<file path="config.mk">
export PLATFORM = sky130hd
export DESIGN_NAME = node_integrator_saturating
export DESIGN_NICKNAME = d
export VERILOG_FILES = /design/src/rtl/node_integrator_saturating.sv
export SDC_FILE = /design/constraint.sdc
export NUM_CORES = 1
export LEC_CHECK = 0
export BUFFER_PORTS_ARGS = -buffer_cell sky130_fd_sc_hd__buf_2
export CORE_MARGIN = 1.5
export CORE_UTILIZATION = 55
export DETAILED_ROUTE_END_ITERATION = 8
export GPL_ROUTABILITY_DRIVEN = 0
export PLACE_DENSITY = 0.8
export SLEW_MARGIN = 20
export SYNTH_ARGS = -nofsm -noshare
export SYNTH_HDL_FRONTEND = slang
export SYNTH_SLANG_ARGS = --single-unit
</file>
<file path="constraint.sdc">
create_clock -name clk -period 5.2 [get_ports clk]
set_clock_uncertainty 0.15 [all_clocks]
set_input_delay 0.26 -clock clk [delete_from_list [all_inputs] [get_ports clk]]
set_output_delay 0.26 -clock clk [all_outputs]
set_load 0.05 [all_outputs]
</file>
<file path="src/rtl/node_integrator_saturating.sv">
// Saturating node integrator: sums N signed contributor currents each enabled step into a clamped node voltage.
// Optional feature macro: NODE_HYSTERESIS_EN selects a registered hysteretic digital level instead of the sign bit.
module node_integrator_saturating #(
    parameter int                  N             = 4,
    parameter int                  W             = 8,
    parameter logic signed [W-1:0] VHI           = W'(64),
    parameter logic signed [W-1:0] VLO           = W'(-64),
    parameter logic signed [W-1:0] VINIT         = W'(-64),
    parameter int                  SETTLE_CYCLES = 4
) (
    input  logic             clk,
    input  logic             reset,
    input  logic             en,
    input  logic [N*W-1:0]   i_bus,
    output logic [W-1:0]     v,
    output logic             d,
    output logic             settled
);

    localparam int SW = W + $clog2(N) + 1;
    localparam int CW = $clog2(SETTLE_CYCLES + 1);
    localparam logic [CW-1:0] CNT_MAX = CW'(SETTLE_CYCLES);

    logic signed [SW-1:0] cur_ext [N];
    logic signed [SW-1:0] sum;
    logic signed [SW:0]   raw;
    logic signed [SW:0]   hi_ext;
    logic signed [SW:0]   lo_ext;
    logic signed [W-1:0]  v_next;

    logic signed [W-1:0]  v_q, v_d;
    logic [CW-1:0]        cnt_q, cnt_d;
    logic                 settled_q, settled_d;

    // Each contributor is sign-extended so the sum can never overflow.
    generate
        for (genvar gi = 0; gi < N; gi++) begin : g_cur
            assign cur_ext[gi] = {{(SW-W){i_bus[gi*W+W-1]}}, i_bus[gi*W +: W]};
        end
    endgenerate

    always_comb begin
        sum = '0;
        for (int k = 0; k < N; k++) begin
            sum = sum + cur_ext[k];
        end
    end

    assign raw    = {{(SW+1-W){v_q[W-1]}}, v_q} + {sum[SW-1], sum};
    assign hi_ext = {{(SW+1-W){VHI[W-1]}}, VHI};
    assign lo_ext = {{(SW+1-W){VLO[W-1]}}, VLO};

    always_comb begin
        v_next = raw[W-1:0];
        if (raw > hi_ext) begin
            v_next = VHI;
        end else if (raw < lo_ext) begin
            v_next = VLO;
        end
    end

    // A step pinned against a rail leaves v unchanged and so advances the settle count.
    always_comb begin
        v_d       = v_q;
        cnt_d     = cnt_q;
        settled_d = settled_q;
        if (en) begin
            v_d = v_next;
            if (v_next == v_q) begin
                cnt_d = (cnt_q == CNT_MAX) ? cnt_q : cnt_q + CW'(1);
            end else begin
                cnt_d = '0;
            end
            settled_d = (cnt_d == CNT_MAX);
        end
    end

    always_ff @(posedge clk) begin
        if (reset) begin
            v_q       <= VINIT;
            cnt_q     <= '0;
            settled_q <= 1'b0;
        end else begin
            v_q       <= v_d;
            cnt_q     <= cnt_d;
            settled_q <= settled_d;
        end
    end

    assign v       = v_q;
    assign settled = settled_q;

`ifdef NODE_HYSTERESIS_EN
    typedef enum logic {D_LOW = 1'b0, D_HIGH = 1'b1} d_state_t;

    localparam logic signed [W-1:0] TH_HI = VHI >>> 1;
    localparam logic signed [W-1:0] TH_LO = VLO >>> 1;

    d_state_t d_state_q, d_state_d;

    always_comb begin
        d_state_d = d_state_q;
        if (en) begin
            case (d_state_q)
                D_LOW:   if (v_next >= TH_HI) d_state_d = D_HIGH;
                D_HIGH:  if (v_next <= TH_LO) d_state_d = D_LOW;
                default: d_state_d = D_LOW;
            endcase
        end
    end

    always_ff @(posedge clk) begin
        if (reset) begin
            d_state_q <= D_LOW;
        end else begin
            d_state_q <= d_state_d;
        end
    end

    assign d = (d_state_q == D_HIGH);
`else
    assign d = ~v_q[W-1];
`endif

endmodule

</file>
==> results.py, run 1 <==
metrics = {
    "yosys": {
        "syn_nets": 336,
        "synthTopCellsByArea": "fa_1, inv_1, dfxtp_1, ha_1, a21oi_1",
        "synth_flop_cell": "dfxtp_1",
        "avgSynthCellArea_um2": 8.27,
        "synth_cell_types": 59,
        "synth-simple-area-share": 0.178,
        "ys_seq_area_frac": 0.111,
        "netlist_area_um2": 2160,
        "async_reset_ff_frac": 0,
        "yosys_warnings": 0,
        "synth-seq-cells": 12,
        "synth_top_family_by_area": "adder cells",
        "yosys-top-cells-count": "inv_1, fa_1, a21oi_1",
        "synthMostInstantiatedCell": "inv_1",
        "yosysTopAreaCell": "fa_1",
        "synthMuxAreaShare": 0.0145,
        "synthAdderAreaFrac": 0.322,
        "yosys.area.top_type_share": 0.241,
        "synth_xor_xnor_area_share": 0.0487,
        "synth-compound-area-share": 0.179,
        "synthesis.instances": 261,
        "synth_edf_count": 0,
    },
    "sta": {
        "rsz0062_at_grt": "false",
        "holdWs_ns": 0.196,
        "hold_viol": 0,
        "tightest_slew_ns": 0.385,
        "fmax_mhz": 212,
        "tns_ns": 0,
        "fin_crit_sh": 0.907,
        "finalSetupViolations": 0,
        "slew_violations": 0,
        "post-route-min-period_ns": 4.71,
        "relSlewSlack": 0.741,
    },
    "setup_path": {
        "crit_slowest_cell": "fa_1",
        "rrSetupSlack_ns": 1.11,
        "critPathLaunchType": "primary input",
        "crit_chain": "buf_2 -> inv_1 -> fa_1 -> fa_1 -> fa_1 -> inv_1 -> ha_1 -> inv_1 -> fa_1 -> nand2b_2 -> a211oi_2 -> o2111a_2 -> a2bb2oi_1 -> and4_1 -> or2_1 -> a22o_1 -> nand4_1 -> a211oi_2",
        "critPathKind": "primary input to flip-flop",
        "critPathMaxStageDelay_ns": 0.56,
        "cp_num_buf_inv": 4,
        "cp.required_ns": 5.22,
        "path_delay_family": "adder cells",
        "cpMostUsedCell": "fa_1",
        "crit_fanout": 8,
        "worst_setup_path_end_kind": "flip-flop",
        "worstPathArrival_ns": 4.73,
    },
    "routing": {
        "num_vias": 1804,
        "drt-initial-drc-count": 88,
        "firstDrtPassIters": 4,
        "drc": 0,
        "wire_per_inst_um": 11.6,
        "ant_nets": 0,
        "drt-total-wl_um": 4060,
        "routed_via_density": 5.17,
        "wl_met3_um": 151,
        "highest_layer": "met4",
        "wl_met1_um": 1730,
        "dr_wl_met2_um": 2150,
    },
    "global_route": {
        "first_global_vias": 1824,
        "grt_pass1_wl_um": 7420,
        "antenna_found_initial": 0,
        "grt.overflow.total": 0,
        "grt.total_usage": 0.219,
        "grt_max_degree": 25,
    },
    "cts": {
        "clk_latency_ns": 0.24,
        "clk_path_buf_depth": 2,
        "cts_max_level": 1,
        "post_cts_buffers": 0,
        "clk_pin_slew_ns": 0.05,
        "cts_buffers": 3,
        "cts_root_buffer": "clkbuf_8",
        "cts_tree": "done",
        "cts_resized": 0,
        "cts.sinks": 12,
        "postCtsHoldBufs": 0,
    },
    "cells_and_area": {
        "syn_to_final_growth_pct": 12.3,
        "fill_cells": 342,
        "final_cells": 349,
        "drive_gt1_frac": 0.199,
        "final_nets": 378,
        "antenna_cells": 0,
    },
    "run_status": {
        "outcome": "finished clean",
    },
    "placement": {
        "io_buffers": 44,
        "dp_hpwl_um": 3490,
        "placed_cells": 346,
    },
    "pwr": {
        "p_per_area_nw_per_um2": 622,
        "irDropWorstVdd_mv": 0.521,
        "leakage_nw": 1.20,
    },
    "floorplanning": {
        "initial_core_util": 0.581,
        "rows": 22,
        "die_x_um": 65.7,
        "dieArea_um2": 4310,
        "core_area_um2": 3720,
        "io_pins": 45,
        "die_h_um": 65.7,
    },
    "run": {
        "drv_cap": 0,
    },
    "min_path": {
        "hold_path.class": "primary input to flip-flop",
    },
}
registers in the layout, indices dropped and copies added (netlist names):
| signal | cells |
|---|---|
| v | 8 |
| cnt_q | 3 |
| settled | 1 |
area by class of cell:
class	count	area [um^2]	area share
inverter	69	259	0.107
sequential	12	240	0.0991
multi-input combinational	173	1600	0.662
tap	48	60.1	0.0248
clock buffer	3	41.3	0.0170
timing repair buffer	44	220	0.0908
path summary, 6_finish.rpt:
check                        from               endpoint  depth (start not counted)
max                      i_bus[1]  cnt_q[2]$_SDFFE_PP0P_                         18
min                         reset  cnt_q[2]$_SDFFE_PP0P_                          2
min reg2reg  settled$_SDFFE_PP0P_   settled$_SDFFE_PP0P_                          2
max reg2reg     v[1]$_SDFFE_PP0P_  cnt_q[2]$_SDFFE_PP0P_                         15
logic make-up after synthesis:
family,count (synthesis)
flip-flops,12
multiplexers,3
AND/OR/NAND/NOR,67
AO/OA/AOI/OAI,51
buffers and inverters,76
XOR/XNOR,12
adder cells (fa/ha/maj),40
cell usage in the layout, fill, tap and decap left out, types with 3 or more instances in the layout:
cell,instances
a211oi_2,3
nand3_1,9
nor3_1,5
o21ai_0,4
fa_1,26
dfxtp_1,12
a21oi_1,16
nand2b_1,11
buf_2,44
xnor2_1,9
xor2_1,3
o21a_1,3
clkbuf_8,3
nor2_1,14
nand2_1,5
a211o_1,3
ha_1,14
nand4_1,3
inv_1,69
worst reg2reg max path, delay by kind of cell, from the launching register on:
family / cells / cell delay, ns
and+or+nand+nor: 4 / 0.84
DFF: 1 / 0.42
adders and majority gates: 3 / 1.12
buffers and inverters: 3 / 0.25
AOI/OAI and AO/OA: 5 / 1.24
routing by layer:
layer | vias to the layer above | global-route usage
met5 | - | 0
met4 | 0 | 0.0391
met3 | 4 | 0.0360
met2 | 45 | 0.420
met1 | 826 | 0.255
li1 | 929 | -
where the power goes:
part	internal (W)	total [W]	switching [W]
clock network	0.0000510	0.0000847	0.0000337
registers	0.000107	0.000128	0.0000209
logic	0.000538	0.00130	0.000758
total	0.000697	0.00151	0.000812
through the flow:
stage	util	worst slack (ns)	cell area (um^2)	power, W
2_1_floorplan	-	0.683	2160	0.00125
3_3_place_gp	0.641	0.380	2380	0.00139
3_5_place_dp	0.641	0.254	2380	0.00141
4_1_cts	0.653	0.487	2420	0.00151
5_1_grt	0.653	0.211	2420	0.00168
6_report	0.653	0.486	2420	0.00151
Note: power is estimated with default switching activity, not from simulation.
==> run 2: changes to the inputs <==
ABC_AREA = 1   (was default)
CORE_UTILIZATION = 30   (was 55)
PLACE_DENSITY = default   (was 0.8)
==> run 2 against run 1 <==
  * Synthesized cell count increased by 18%
  * Cell count up 29%
  * Maximum frequency increased by 9.7%
  * Clock power up 20%
  * Sequential share of layout area is 0.19 points lower
  * Critical endpoint is now cnt_q[0]$_SDFFE_PP0P_
  * Largest cell class unchanged
  * Highest routed layer unchanged
==> results.py, run 2 <==
metrics = {
    "global_route": {
        "grt_max_degree": 19,
        "grt_use_met1": 0.138,
        "grt.overflow.total": 0,
        "gr-usage-met2": 0.229,
        "met3_usage": 0.0181,
        "grt_pass1_wl_um": 7340,
        "grt.total_usage": 0.118,
        "busiest_layer": "met2",
        "antenna_found_initial": 0,
        "first_global_vias": 1833,
    },
    "pwr": {
        "irDropWorstVdd_mv": 0.255,
        "p_per_area_nw_per_um2": 654,
        "leakage_nw": 1.42,
    },
    "cells_and_area": {
        "antenna_cells": 0,
        "largest_register_ffs": 8,
        "final_common_cell": "inv_1",
        "final_nets": 429,
        "syn_to_final_growth_pct": 17.3,
        "stdcell_area_um2": 2470,
        "final_cells": 449,
        "mostFrequentLayoutCells": "inv_1, nand2_1, buf_2",
        "drive_gt1_frac": 0.170,
        "fill_cells": 751,
    },
    "yosys": {
        "yosys_warnings": 0,
        "syn_nets": 384,
        "yosysTopAreaCell": "fa_1",
        "yosys-top-cells-count": "inv_1, nand2_1, fa_1",
        "synth_edf_count": 0,
        "synth-seq-cells": 12,
        "ys_seq_area_frac": 0.114,
        "synth_flop_cell": "dfxtp_1",
        "synthMostInstantiatedCell": "inv_1",
        "synth_cell_types": 24,
        "async_reset_ff_frac": 0,
        "yosys.area.top_type_share": 0.247,
        "avgSynthCellArea_um2": 6.82,
        "netlist_area_um2": 2110,
        "synthesis.instances": 309,
        "synthTopCellsByArea": "fa_1, inv_1, dfxtp_1, nand2_1, ha_1",
    },
    "placement": {
        "io_buffers": 44,
        "place_area_um2": 2420,
        "placed_cells": 445,
        "dp_hpwl_um": 3600,
    },
    "run_status": {
        "outcome": "finished clean",
    },
    "routing": {
        "firstDrtPassIters": 4,
        "wire_per_inst_um": 9.12,
        "drt-initial-drc-count": 91,
        "num_vias": 1877,
        "drc": 0,
        "drt-total-wl_um": 4100,
        "ant_nets": 0,
        "routed_via_density": 4.18,
    },
    "sta": {
        "rsz0062_at_grt": "false",
        "holdWs_ns": 0.0950,
        "finalSetupViolations": 0,
        "slew_violations": 0,
        "hold_viol": 0,
        "tns_ns": 0,
        "post-route-min-period_ns": 4.30,
        "relSlewSlack": 0.799,
        "fin_crit_sh": 0.826,
        "tightest_slew_ns": 0.301,
        "fmax_mhz": 233,
    },
    "cts": {
        "cts_buffers": 3,
        "clk_pin_slew_ns": 0.05,
        "post_cts_buffers": 0,
        "cts_max_level": 1,
        "clk_path_buf_depth": 2,
        "cts_root_buffer": "clkbuf_8",
        "cts_resized": 0,
        "cts.sinks": 12,
        "cts_tree": "done",
        "clk_latency_ns": 0.24,
        "postCtsHoldBufs": 0,
    },
    "floorplanning": {
        "die_x_um": 86.8,
        "dieArea_um2": 7540,
        "initial_core_util": 0.310,
        "die_h_um": 86.8,
        "rows": 30,
        "io_pins": 45,
        "core_area_um2": 6790,
    },
    "min_path": {
        "worstHoldStart": "reset",
        "hold_path.class": "primary input to flip-flop",
        "hold_depth": 2,
        "hold_end": "settled$_SDFFE_PP0P_",
    },
    "setup_path": {
        "worst_setup_path_end_kind": "flip-flop",
        "cp.required_ns": 5.23,
        "worstPathArrival_ns": 4.32,
        "rrSetupSlack_ns": 1.55,
        "critPathKind": "primary input to flip-flop",
        "reg2reg_to": "cnt_q[0]$_SDFFE_PP0P_",
        "r2r-start": "v[7]$_SDFFE_PP1P_",
        "crit_fanout": 12,
        "critPathLaunchType": "primary input",
        "rr_worst_depth": 21,
    },
    "run": {
        "drv_cap": 0,
    },
}
[run 2: changes by cell type after synthesis, sizes merged, moves of 3 or more]
cell / previous run / this run
a211oi: 5 / 0
o21a: 3 / 0
nand2b: 12 / 0
nand3: 9 / 25
nand2: 5 / 65
nor3: 5 / 1
a211o: 3 / 0
inv: 69 / 98
xnor2: 9 / 2
nand4: 3 / 8
o21ai: 6 / 10
[run 2: worst max-delay path by stage]
stage,startpoint,to,slack [ns],cells after the start
after detailed placement,i_bus[1],settled$_SDFFE_PP0P_,0.65,28
after global placement,i_bus[1],cnt_q[2]$_SDFFE_PP0P_,0.81,28
final,i_bus[1],cnt_q[0]$_SDFFE_PP0P_,0.90,28
after CTS,i_bus[1],cnt_q[0]$_SDFFE_PP0P_,0.90,28
after floorplan,i_bus[1],settled$_SDFFE_PP0P_,1.14,26
after global routing,i_bus[1],cnt_q[0]$_SDFFE_PP0P_,0.35,28
[run 2: through the flow]
stage / total power (W) / setup slack (ns) / util
3_5_place_dp: 0.00152 / 0.650 / 0.356
5_1_grt: 0.00184 / 0.349 / 0.364
4_1_cts: 0.00163 / 0.895 / 0.364
6_report: 0.00162 / 0.903 / 0.364
3_3_place_gp: 0.00150 / 0.812 / 0.356
2_1_floorplan: 0.00132 / 1.14 / -
[run 2: kinds of logic (layout without fill, tap and decap cells)]
kind of cell,after synthesis,after routing,share of synthesized area
xor+xnor,7,7,0.0291
fa+ha+maj,40,40,0.330
compound gates,30,30,0.0748
buf+inv,102,146,0.189
simple gates,118,118,0.262
flops,12,12,0.114
[run 2: per-layer routing]
metal / part of all wire / routed length, um
met1: 0.46 / 1870
met2: 0.50 / 2060
met3: 0.037 / 151
met4: 0.0042 / 17
met5: 0 / 0
[run 2: worst max-delay path, cell delays in order]
cell     delay [ns]
buf_2          0.07
inv_1          0.04
fa_1           0.56
fa_1           0.45
fa_1           0.46
inv_1          0.06
ha_1           0.20
inv_1          0.07
fa_1           0.39
inv_1          0.07
nand2_1        0.04
nand2_1        0.09
nand3_1        0.09
nand2_1        0.09
nand2_1        0.07
nand2_1        0.08
nand2_1        0.07
nor2_2         0.07
nand3_1        0.09
nand2_2        0.23
nand3_1        0.14
nand2_1        0.08
nand2_1        0.05
inv_1          0.04
nand2_1        0.05
nor2_2         0.14
nand4_1        0.11
a21oi_1        0.14
[run 2: area by class of cell]
class / count / area (um^2) / share of cell area
inverter: 98 / 368 / 0.149
sequential: 12 / 240 / 0.0972
multi-input combinational: 195 / 1470 / 0.594
clock buffer: 4 / 55.1 / 0.0223
timing repair buffer: 44 / 220 / 0.0891
tap: 96 / 120 / 0.0486
[run 2: report_power, final]
group / switching, W / total (W) / internal (W)
registers: 0.0000236 / 0.000135 / 0.000111
clock network: 0.0000347 / 0.000102 / 0.0000669
logic: 0.000918 / 0.00138 / 0.000461
==> run 3: changes to the inputs <==
ABC_AREA = 0   (was 1)
clock period = 3.7 ns   (was 5.2 ns; I/O delays follow)
==> run 3 against run 2 <==
  * The run now ends with negative setup slack left
  * Clock-buffer cell count unchanged
  * Design area rose by 23%
  * Utilization rose by 8.1 points
  * Via count up 8.0%
  * Cell count rose by 0.22%
  * Sequential power up 21%
  * Clock power up 47%
  * Largest cell class unchanged
==> results.py, run 3 (synthesis results as in run 1) <==
metrics = {
    "setup_path": {
        "critPathKind": "primary input to flip-flop",
        "cp_num_buf_inv": 5,
        "worstPathArrival_ns": 4.30,
        "crit_slowest_cell": "fa_1",
        "crit_chain": "buf_8 -> inv_8 -> fa_1 -> inv_2 -> fa_1 -> inv_1 -> fa_1 -> inv_2 -> ha_4 -> a211oi_4 -> o21ai_1 -> a221o_1 -> or3_4 -> nor4_4 -> or2_4 -> a32o_2 -> nand4_1 -> a211oi_2",
        "cp.required_ns": 3.72,
        "rrSetupSlack_ns": 0.13,
        "path_delay_family": "adder cells",
        "worst_setup_path_end_kind": "flip-flop",
        "crit_fanout": 4,
        "critPathMaxStageDelay_ns": 0.54,
        "cpMostUsedCell": "fa_1",
        "critPathLaunchType": "primary input",
    },
    "cells_and_area": {
        "final_core_util": 0.444,
        "antenna_cells": 0,
        "mostFrequentLayoutCells": "inv_1, buf_4, buf_2",
        "drive_gt1_frac": 0.387,
        "largest_register_ffs": 8,
        "final_cells": 450,
        "final_common_cell": "inv_1",
        "final_nets": 430,
        "stdcell_area_um2": 3050,
        "syn_to_final_growth_pct": 41.3,
    },
    "routing": {
        "drc": 0,
        "routed_via_density": 4.51,
        "drt-total-wl_um": 4770,
        "drt-initial-drc-count": 61,
        "num_vias": 2028,
        "firstDrtPassIters": 4,
        "ant_nets": 0,
        "wire_per_inst_um": 10.6,
    },
    "placement": {
        "placed_cells": 445,
        "post-place-ws_ns": -0.997,
        "place_area_um2": 2870,
        "io_buffers": 44,
        "dp_hpwl_um": 3980,
    },
    "floorplanning": {
        "io_pins": 45,
        "die_h_um": 87.8,
        "dieArea_um2": 7720,
        "core_area_um2": 6870,
        "rows": 30,
        "initial_core_util": 0.314,
        "die_x_um": 87.8,
    },
    "sta": {
        "post-route-min-period_ns": 4.27,
        "finalSetupViolations": 11,
        "holdWs_ns": 0.132,
        "fmax_mhz": 234,
        "fin_crit_sh": 1.15,
        "tightest_slew_ns": 0.363,
        "rsz0062_at_grt": "true",
        "slew_violations": 0,
        "hold_viol": 0,
        "relSlewSlack": 0.757,
        "worst_slack_ns": -0.572,
    },
    "run_status": {
        "outcome": "complete, but fails checks",
        "violations": "negative setup slack",
    },
    "cts": {
        "cts_buffers": 3,
        "cts_tree": "done",
        "cts.sinks": 12,
        "clk_latency_ns": 0.25,
        "clk_pin_slew_ns": 0.06,
        "postCtsHoldBufs": 0,
        "cts_root_buffer": "clkbuf_8",
        "cts_max_level": 1,
        "clk_path_buf_depth": 2,
    },
    "global_route": {
        "grt_max_degree": 25,
        "antenna_found_initial": 0,
        "grt_pass1_wl_um": 8360,
        "grt.overflow.total": 0,
        "first_global_vias": 1971,
        "grt.total_usage": 0.134,
    },
    "pwr": {
        "p_per_area_nw_per_um2": 981,
        "irDropWorstVdd_mv": 0.678,
        "p_comb_frac": 0.895,
        "p_switching_w": 0.00139,
        "p_int_w": 0.00160,
        "leakage_nw": 1.48,
        "swShare": 0.464,
        "clock_power_share": 0.050,
        "sequentialPowerShare": 0.055,
    },
    "run": {
        "drv_cap": 0,
    },
    "min_path": {
        "hold_path.class": "primary input to flip-flop",
    },
}
## run 3: repair_timing
item / 4_1_cts / 5_1_grt
cloned: 0 / 0
endpoints found under the hold margin: 0 / 0
setup endpoints to repair: 12 / 12
setup buffers: 1 / 0
pin swaps: 23 / 5
resized for setup: 20 / 6
## run 3: path summary, 6_finish.rpt
| check | startpoint | endpoint | depth (start not counted) |
|---|---|---|---|
| worst max-delay path | i_bus[2] | cnt_q[2]$_SDFFE_PP0P_ | 18 |
| worst min register to register | settled$_SDFFE_PP0P_ | settled$_SDFFE_PP0P_ | 2 |
| worst max register to register | v[2]$_SDFFE_PP0P_ | cnt_q[2]$_SDFFE_PP0P_ | 13 |
| worst min-delay path | reset | cnt_q[2]$_SDFFE_PP0P_ | 2 |
## run 3: layout make-up
cell class                 count  area (um^2)
clock buffer                   4         55.1
fill                         722         3820
inverter                      69          267
multi-input combinational    173         1750
sequential                    12          240
tap                           96          120
timing repair buffer          96          624
## run 3: metal layers
metal	up-vias	GRT usage	share of wire
met3	6	0.0207	0.025
met5	-	0	0
li1	1033	-	-
met1	957	0.154	0.44
met4	0	0.0274	0.013
met2	32	0.260	0.52
## run 3: power by group through the flow
| stage | sequential (W) | clock, W | combinational (W) |
|---|---|---|---|
| global route | 0.000167 | 0.000157 | 0.00295 |
| global placement | 0.000167 | 0 | 0.00245 |
| finish | 0.000164 | 0.000150 | 0.00268 |
| detailed placement | 0.000166 | 0 | 0.00248 |
| floorplan | 0.000232 | 0 | 0.00159 |
| CTS | 0.000164 | 0.000152 | 0.00264 |
## run 3: stage by stage
step                      TNS, ns  power [W]
after floorplan             -5.25    0.00182
after global placement      -8.27    0.00261
after detailed placement    -9.58    0.00264
after CTS                   -5.01    0.00296
after global routing        -7.38    0.00327
final                       -5.22    0.00299
